--- src/rtl/bpu_pkg.sv ---
// Shared definitions for the branch predict unit.
//   - opcode[3:2] encodings that tell B-type, JALR and JAL apart
//   - B-type funct3 condition codes
//   - 2-bit saturating counter states and the step function
//   - the control half of the one-stage training request
package bpu_pkg;

    localparam logic [1:0] OPJ_B    = 2'b00;
    localparam logic [1:0] OPJ_JALR = 2'b01;
    localparam logic [1:0] OPJ_JAL  = 2'b11;

    localparam logic [2:0] F3_BEQ  = 3'b000;
    localparam logic [2:0] F3_BNE  = 3'b001;
    localparam logic [2:0] F3_BLT  = 3'b100;
    localparam logic [2:0] F3_BGE  = 3'b101;
    localparam logic [2:0] F3_BLTU = 3'b110;
    localparam logic [2:0] F3_BGEU = 3'b111;

    localparam logic [1:0] CTR_SNT = 2'b00;
    localparam logic [1:0] CTR_WNT = 2'b01;
    localparam logic [1:0] CTR_WT  = 2'b10;
    localparam logic [1:0] CTR_ST  = 2'b11;

    // Training request control. Index, tag and target live in separate
    // registers because their widths depend on the top-level parameters.
    typedef struct packed {
        logic       valid;   // request pending for the next edge
        logic       wr_all;  // taken: write valid/tag/target/uncond
        logic       wr_ctr;  // write the counter field
        logic       uncond;  // JAL/JALR
        logic [1:0] ctr;     // counter value to store
    } upd_req_t;

    function automatic logic [1:0] ctr_next(input logic [1:0] c, input logic taken);
        logic [1:0] n;
        n = c;
        if (taken && c != CTR_ST) n = c + 2'd1;
        else if (!taken && c != CTR_SNT) n = c - 2'd1;
        return n;
    endfunction

endpackage

--- src/rtl/branch_cmp.sv ---
// Branch condition evaluator.
//   opcode_j_i : opcode[3:2]; anything other than B-type is always taken
//   funct3_i   : B-type condition
//   a_i, b_i   : forwarded rs1/rs2 operands
//   taken_o    : actual branch outcome
module branch_cmp
    import bpu_pkg::*;
#(
    parameter int XLEN = 32
) (
    input  logic [1:0]      opcode_j_i,
    input  logic [2:0]      funct3_i,
    input  logic [XLEN-1:0] a_i,
    input  logic [XLEN-1:0] b_i,
    output logic            taken_o
);

    logic eq;
    logic lt;
    logic ltu;

    assign eq  = (a_i == b_i);
    assign lt  = ($signed(a_i) < $signed(b_i));
    assign ltu = (a_i < b_i);

    always_comb begin
        taken_o = 1'b0;
        if (opcode_j_i != OPJ_B) begin
            taken_o = 1'b1;
        end else begin
            case (funct3_i)
                F3_BEQ:  taken_o = eq;
                F3_BNE:  taken_o = !eq;
                F3_BLT:  taken_o = lt;
                F3_BGE:  taken_o = !lt;
                F3_BLTU: taken_o = ltu;
                F3_BGEU: taken_o = !ltu;
                default: taken_o = 1'b0;
            endcase
        end
    end

endmodule

--- src/rtl/branch_predict_unit.sv ---
// Branch predictor (IF) and resolver (ID).
//   IF : if_pc -> if_pred_taken / if_pred_target from a direct-mapped BTB
//        with 2-bit counters, combinational lookup.
//   ID : id_* resolve B/JAL/JALR, compare against the carried prediction,
//        drive redirect/redirect_addr/flush on mispredict only.
//   Training goes through one update register: resolve in R, table write at
//   the end of R+1, no bypass. stat_* are saturating event counters.
module branch_predict_unit
    import bpu_pkg::*;
#(
    parameter int XLEN      = 32,
    parameter int BTB_DEPTH = 16,
    parameter int STAT_W    = 32
) (
    input  logic              clk,
    input  logic              rst,
    input  logic [XLEN-1:0]   if_pc,
    output logic              if_pred_taken,
    output logic [XLEN-1:0]   if_pred_target,
    input  logic              id_valid,
    input  logic              id_stall,
    input  logic              id_ctrl_branch,
    input  logic [1:0]        id_opcode_j,
    input  logic [2:0]        id_funct3,
    input  logic [XLEN-1:0]   id_rdata1,
    input  logic [XLEN-1:0]   id_rdata2,
    input  logic [XLEN-1:0]   id_pc,
    input  logic [XLEN-1:0]   id_imme,
    input  logic              id_pred_taken,
    input  logic [XLEN-1:0]   id_pred_target,
    output logic              redirect,
    output logic [XLEN-1:0]   redirect_addr,
    output logic              flush,
    output logic [STAT_W-1:0] stat_branches,
    output logic [STAT_W-1:0] stat_mispredicts
);

    localparam int IDX_W = $clog2(BTB_DEPTH);
    localparam int TAG_W = XLEN - IDX_W - 2;

    // BTB and counters as flop arrays so lookup stays asynchronous.
    logic             valid_q  [BTB_DEPTH];
    logic [TAG_W-1:0] tag_q    [BTB_DEPTH];
    logic [XLEN-1:0]  tgt_q    [BTB_DEPTH];
    logic             uncond_q [BTB_DEPTH];
    logic [1:0]       ctr_q    [BTB_DEPTH];

    upd_req_t         upd_d, upd_q;
    logic [IDX_W-1:0] upd_idx_q;
    logic [TAG_W-1:0] upd_tag_q;
    logic [XLEN-1:0]  upd_tgt_q;

    logic [STAT_W-1:0] stat_br_q, stat_mp_q;

    // Fetch-side lookup.
    logic [IDX_W-1:0] if_idx;
    logic [TAG_W-1:0] if_tag;
    logic             if_hit;

    assign if_idx         = if_pc[IDX_W+1:2];
    assign if_tag         = if_pc[XLEN-1:IDX_W+2];
    assign if_hit         = valid_q[if_idx] && (tag_q[if_idx] == if_tag);
    assign if_pred_taken  = if_hit && (uncond_q[if_idx] || ctr_q[if_idx][1]);
    assign if_pred_target = if_hit ? tgt_q[if_idx] : '0;

    // Decode-side resolution.
    logic             res;
    logic             actual_taken;
    logic [XLEN-1:0]  jalr_sum, pc_sum, pc_plus4, actual_target;
    logic             mispredict;
    logic [IDX_W-1:0] id_idx;
    logic [TAG_W-1:0] id_tag;
    logic             id_hit;

    assign res = id_valid && !id_stall && id_ctrl_branch;

    branch_cmp #(.XLEN(XLEN)) u_cmp (
        .opcode_j_i (id_opcode_j),
        .funct3_i   (id_funct3),
        .a_i        (id_rdata1),
        .b_i        (id_rdata2),
        .taken_o    (actual_taken)
    );

    assign jalr_sum      = id_rdata1 + id_imme;
    assign pc_sum        = id_pc + id_imme;
    assign pc_plus4      = id_pc + XLEN'(4);
    assign actual_target = (id_opcode_j == OPJ_JALR) ? {jalr_sum[XLEN-1:1], 1'b0} : pc_sum;

    assign mispredict = (actual_taken != id_pred_taken) ||
                        (actual_taken && id_pred_taken && (actual_target != id_pred_target));

    assign redirect      = res && mispredict;
    assign flush         = redirect;
    assign redirect_addr = redirect ? (actual_taken ? actual_target : pc_plus4) : '0;

    // Training request, computed from the table as it stands in R.
    assign id_idx = id_pc[IDX_W+1:2];
    assign id_tag = id_pc[XLEN-1:IDX_W+2];
    assign id_hit = valid_q[id_idx] && (tag_q[id_idx] == id_tag);

    always_comb begin
        upd_d        = '0;
        upd_d.valid  = res;
        upd_d.wr_all = actual_taken;
        upd_d.wr_ctr = actual_taken || id_hit;
        upd_d.uncond = (id_opcode_j != OPJ_B);
        // A fresh allocation or tag replacement starts weakly taken.
        upd_d.ctr    = (actual_taken && !id_hit) ? CTR_WT : ctr_next(ctr_q[id_idx], actual_taken);
    end

    always_ff @(posedge clk or posedge rst) begin
        if (rst) begin
            upd_q     <= '0;
            upd_idx_q <= '0;
            upd_tag_q <= '0;
            upd_tgt_q <= '0;
        end else begin
            upd_q <= upd_d;
            if (res) begin
                upd_idx_q <= id_idx;
                upd_tag_q <= id_tag;
                upd_tgt_q <= actual_target;
            end
        end
    end

    always_ff @(posedge clk or posedge rst) begin
        if (rst) begin
            for (int i = 0; i < BTB_DEPTH; i++) begin
                valid_q[i]  <= 1'b0;
                tag_q[i]    <= '0;
                tgt_q[i]    <= '0;
                uncond_q[i] <= 1'b0;
                ctr_q[i]    <= CTR_WNT;
            end
        end else if (upd_q.valid) begin
            if (upd_q.wr_all) begin
                valid_q[upd_idx_q]  <= 1'b1;
                tag_q[upd_idx_q]    <= upd_tag_q;
                tgt_q[upd_idx_q]    <= upd_tgt_q;
                uncond_q[upd_idx_q] <= upd_q.uncond;
            end
            if (upd_q.wr_ctr) begin
                ctr_q[upd_idx_q] <= upd_q.ctr;
            end
        end
    end

    // Statistics hold at all-ones instead of wrapping.
    always_ff @(posedge clk or posedge rst) begin
        if (rst) begin
            stat_br_q <= '0;
            stat_mp_q <= '0;
        end else begin
            if (res && stat_br_q != '1) stat_br_q <= stat_br_q + 1'b1;
            if (redirect && stat_mp_q != '1) stat_mp_q <= stat_mp_q + 1'b1;
        end
    end

    assign stat_branches    = stat_br_q;
    assign stat_mispredicts = stat_mp_q;

    // Byte-offset bits never select anything.
    logic unused_pc_lsbs;
    assign unused_pc_lsbs = ^{if_pc[1:0], id_pc[1:0]};

endmodule
--- config.mk ---
export PLATFORM = sky130hd
export DESIGN_NAME = branch_predict_unit
export DESIGN_NICKNAME = d
export VERILOG_FILES = /design/src/rtl/bpu_pkg.sv /design/src/rtl/branch_cmp.sv /design/src/rtl/branch_predict_unit.sv
export SDC_FILE = /design/constraint.sdc
export NUM_CORES = 2
export LEC_CHECK = 0
export BUFFER_PORTS_ARGS = -buffer_cell sky130_fd_sc_hd__buf_4
export CAP_MARGIN = 10
export CORE_MARGIN = 2
export CORE_UTILIZATION = 45
export CTS_BUF_LIST = sky130_fd_sc_hd__clkbuf_8
export CTS_CLUSTER_DIAMETER = 150
export DETAILED_ROUTE_END_ITERATION = 12
export GPL_TIMING_DRIVEN = 0
export PLACE_DENSITY = 0.65
export RECOVER_POWER = 50
export SLEW_MARGIN = 30
export SYNTH_ARGS = -nofsm -noshare
export SYNTH_HDL_FRONTEND = slang
export SYNTH_SLANG_ARGS = --single-unit
--- constraint.sdc ---
create_clock -name clk -period 40.5 [get_ports clk]
set_clock_uncertainty 0.2 [all_clocks]
set_input_delay 0 -clock clk [delete_from_list [all_inputs] [get_ports clk]]
set_output_delay 0 -clock clk [all_outputs]
set_load 0.005 [all_outputs]
==> flow_metrics.env <==
export IMPL_grt_util_all_layers_pct=31.8
export IMPL_maxSlewViolCount=1066
export IMPL_placed_cells=6637
export IMPL_via_per_inst=6.30
export IMPL_netlist_cell_type_count=82
export IMPL_fin_util_pct=53.1
export IMPL_grt_pass1_vias=44700
export IMPL_grt_setup_unrepaired="false"
export IMPL_arrival_ns=13.40
export IMPL_overflow=0
export IMPL_cp_top_family="buffers and inverters"
export IMPL_ir_worst_vdd_uv=34.1
export IMPL_grt_pass1_wl_um=315000
export IMPL_relSlewSlack_pct=-229
export IMPL_wl_per_cell_um=30.9
export IMPL_ys_ff_latch=1124
export IMPL_async_flop_share_pct=100
export IMPL_die_w_um=371
export IMPL_numCtsBuffers=190
export IMPL_ys_warnings_count=0
export IMPL_syn_inst=4511
export IMPL_place_hpwl_um=155000
export IMPL_multiInputGateArea_mm2=0.0312
export IMPL_p_per_area_mw_per_mm2=46.4
export IMPL_start_kind="input port"
export IMPL_fin_cells=7098
export IMPL_initial_utilization_pct=45.4
export IMPL_violations="max-capacitance violations, max-slew violations"
export IMPL_drt_pass1_iterations=8
export IMPL_fin_ws_ns=26.71
export IMPL_synth_nets=4815
export IMPL_cp_data_required_time_ns=40.11
export IMPL_cts_root_buf="clkbuf_8"
export IMPL_max_freq_ghz=0.0725
export IMPL_setup_violations=0
export IMPL_worstPathCellList="dlygate4sd3_1, clkbuf_4, dlygate4sd3_1, inv_8, clkbuf_1, clkbuf_1, clkbuf_1, clkbuf_1"
export IMPL_grt_max_degree=93
export IMPL_hold_viol=0
export IMPL_postCtsSetupRepairBufs=0
export IMPL_die_height_um=371
export IMPL_dieArea_mm2=0.138
export IMPL_slowest_stage="clkbuf_1"
export IMPL_syn_area_mm2=0.0608
export IMPL_place_ws_ns=32.24
export IMPL_placedInstanceArea_mm2=0.0663
export IMPL_wl_um=219000
export IMPL_drt_iter0_markers=5350
export IMPL_tightest_slew_ns=4.94
export IMPL_fin_crit_ns=13.79
export IMPL_ant_nets=0
export IMPL_cts_tree="built"
export IMPL_synth_edf_count=0
export IMPL_hold_path_class="in -> reg"
export IMPL_worst_path_buf_inv=8
export IMPL_max_stage_delay_ns=3.64
export IMPL_syn_to_final_growth_pct=17.0
export IMPL_fp_coreArea_mm2=0.134
export IMPL_worstSetupPathType="in -> async"
export IMPL_seqCellArea_mm2=0.0281
export IMPL_drive_gt1_share_pct=42.0
export IMPL_clock_path_buffers=3
export IMPL_antenna_found_initial=13
export IMPL_n_fill_cell=11400
export IMPL_drv_cap=14
export IMPL_vias=44700
export IMPL_syn_area_per_cell_um2=13.5
export IMPL_synth_ff_type="dfrtp_1"
export IMPL_globalplace_congestion=0.987
export IMPL_path_max_fanout=90
export IMPL_leakagePower_uw=0.0327
export IMPL_cts_sinks=1124
export IMPL_status="finished, violations left"
export IMPL_num_nets_final=5483
export IMPL_portBuffers=328
export IMPL_cts_max_level=4
export IMPL_synth_seq_area_share_pct=46.3
export IMPL_cts_clk_slew_worst_paths_ns=0.06
export IMPL_end_kind="async pin"
export IMPL_worst_path_most_repeated_cell="clkbuf_1"
export IMPL_ios=334
export IMPL_row_count=134
export IMPL_fin_area_mm2=0.0711
export IMPL_clock_latency_ns=0.93
export IMPL_finalCritPeriodShare_pct=34.0
export IMPL_drc_errors=0
-- timing repair --
| item | 4_1_cts | 5_1_grt |
|---|---|---|
| resized for setup | 0 | 0 |
| hold buffers | 118 | 0 |
| hold endpoints to repair | 686 | 0 |
-- worst min-delay path: cells and delay by family --
kind	cells	cell delay, ns
compound gates	4	0.47
simple gates	2	0.43
fa+ha+maj	1	0.16
buf+inv	1	0.12
-- state kept, by name, summed over array words and instances, names as in the netlist --
register          cells
valid_q              16
ctr_q                32
upd_idx_q             4
upd_tag_q            26
tag_q               416
uncond_q             16
tgt_q               512
upd_q                 6
upd_tgt_q            32
stat_branches        32
stat_mispredicts     32
-- cell families (layout without fill, tap and decap cells) --
group,after synthesis,count (layout),synth area share [%]
muxes,1440,1440,34.8
DFF,1124,1124,46.3
and+or+nand+nor,814,814,6.63
buffers and inverters,415,1229,2.64
AOI/OAI and AO/OA,409,409,4.41
xor gates and xnor gates,208,208,3.04
adders and majority gates,101,101,2.10
other,0,5,0
-- where the power goes --
| group | switching, µW | internal [µW] |
|---|---|---|
| Clock | 499 | 550 |
| Sequential | 150 | 1330 |
| Combinational | 365 | 404 |
-- metal layers --
metal	routed length [µm]	global-route usage, %	up-vias	share of wire [%]
met5	165	0.350	-	0.075
met4	12900	15.8	16	5.9
met3	22900	9.74	674	10
met2	97300	47.3	2487	44
met1	85800	42.3	23300	39
li1	-	-	18300	-
-- placed cells by master, fill, tap and decap left out, types with 42 or more instances in the layout --
cell           synthesis  routed
clkbuf_4               0      59
clkbuf_8               0     239
xor2_1                79      79
ha_1                  99      99
inv_1                 62     120
a211oi_1              44      42
buf_2                 12      51
clkbuf_1             268     237
nand2_1              259     259
nor2b_1               52      52
nand4_1               72      72
xnor2_1              127     127
buf_4                  4     268
dlygate4sd3_1          0     117
a21oi_1              102     101
clkbuf_2               0      62
mux2_2               984     983
nand3_1               71      71
mux4_2               441     441
nor2_1               135     128
nor3_1                66      65
o21ai_0               93      87
dfrtp_1             1108    1108
-- cells in the mapped netlist, drive strengths merged, types with 8 or more instances --
| cell type | number | area share (%) |
|---|---|---|
| a211o | 8 | 0.12 |
| a211oi | 45 | 0.56 |
| a21o | 35 | 0.43 |
| a21oi | 104 | 0.87 |
| a31oi | 18 | 0.19 |
| and2 | 12 | 0.12 |
| and3 | 33 | 0.34 |
| buf | 83 | 0.59 |
| clkbuf | 268 | 1.7 |
| dfrtp | 1108 | 46 |
| dfstp | 16 | 0.69 |
| ha | 99 | 2.0 |
| inv | 63 | 0.39 |
| mux2 | 986 | 18 |
| mux2i | 13 | 0.21 |
| mux4 | 441 | 16 |
| nand2 | 259 | 1.6 |
| nand2b | 24 | 0.25 |
| nand3 | 71 | 0.58 |
| nand4 | 72 | 0.74 |
| nor2 | 136 | 0.84 |
| nor2b | 52 | 0.54 |
| nor3 | 66 | 0.54 |
| nor4 | 30 | 0.33 |
| nor4b | 8 | 0.12 |
| o211ai | 13 | 0.16 |
| o21a | 20 | 0.25 |
| o21ai | 97 | 0.80 |
| or2 | 16 | 0.16 |
| or3 | 10 | 0.10 |
| xnor2 | 127 | 1.8 |
| xor2 | 79 | 1.1 |
-- layout make-up --
| cell class | count | area share (%) |
|---|---|---|
| antenna | 5 | 0.0176 |
| buffer | 351 | 2.09 |
| clock buffer | 239 | 4.63 |
| clock inverter | 99 | 0.873 |
| inverter | 64 | 0.348 |
| multi-input combinational | 2972 | 43.8 |
| sequential | 1124 | 39.6 |
| tap | 1768 | 3.11 |
| timing repair buffer | 476 | 5.51 |
-- path summary, 6_finish.rpt --
path | start | endpoint | slack [ns] | cells after the start
max | rst | uncond_q[12]$_DFFE_PP0P_ | 26.71 | 8
min | id_imme[19] | upd_tgt_q[20]$_DFFE_PP0P_ | 0.10 | 8
max reg2reg | stat_mispredicts[7]$_DFFE_PP0P_ | stat_mispredicts[1]$_DFFE_PP0P_ | 36.72 | 12
min reg2reg | stat_mispredicts[18]$_DFFE_PP0P_ | stat_mispredicts[18]$_DFFE_PP0P_ | 0.29 | 1
max in group clk | id_rdata1[24] | redirect_addr[16] | 31.18 | 28
min in group asynchronous | rst | stat_branches[7]$_DFFE_PP0P_ | 0.46 | 5
-- per-stage QoR --
step | total power, µW | setup TNS, ns | hold slack [ns]
2_1_floorplan | 1970 | 0 | -0.104
3_5_place_dp | 2240 | 0 | -0.254
6_report | 3300 | 0 | 0.104
5_1_grt | 3430 | 0 | 0.114
4_1_cts | 3300 | 0 | 0.00947
3_3_place_gp | 2200 | -3720.67 | 0.0918
Note: power is estimated with default switching activity, not from simulation.
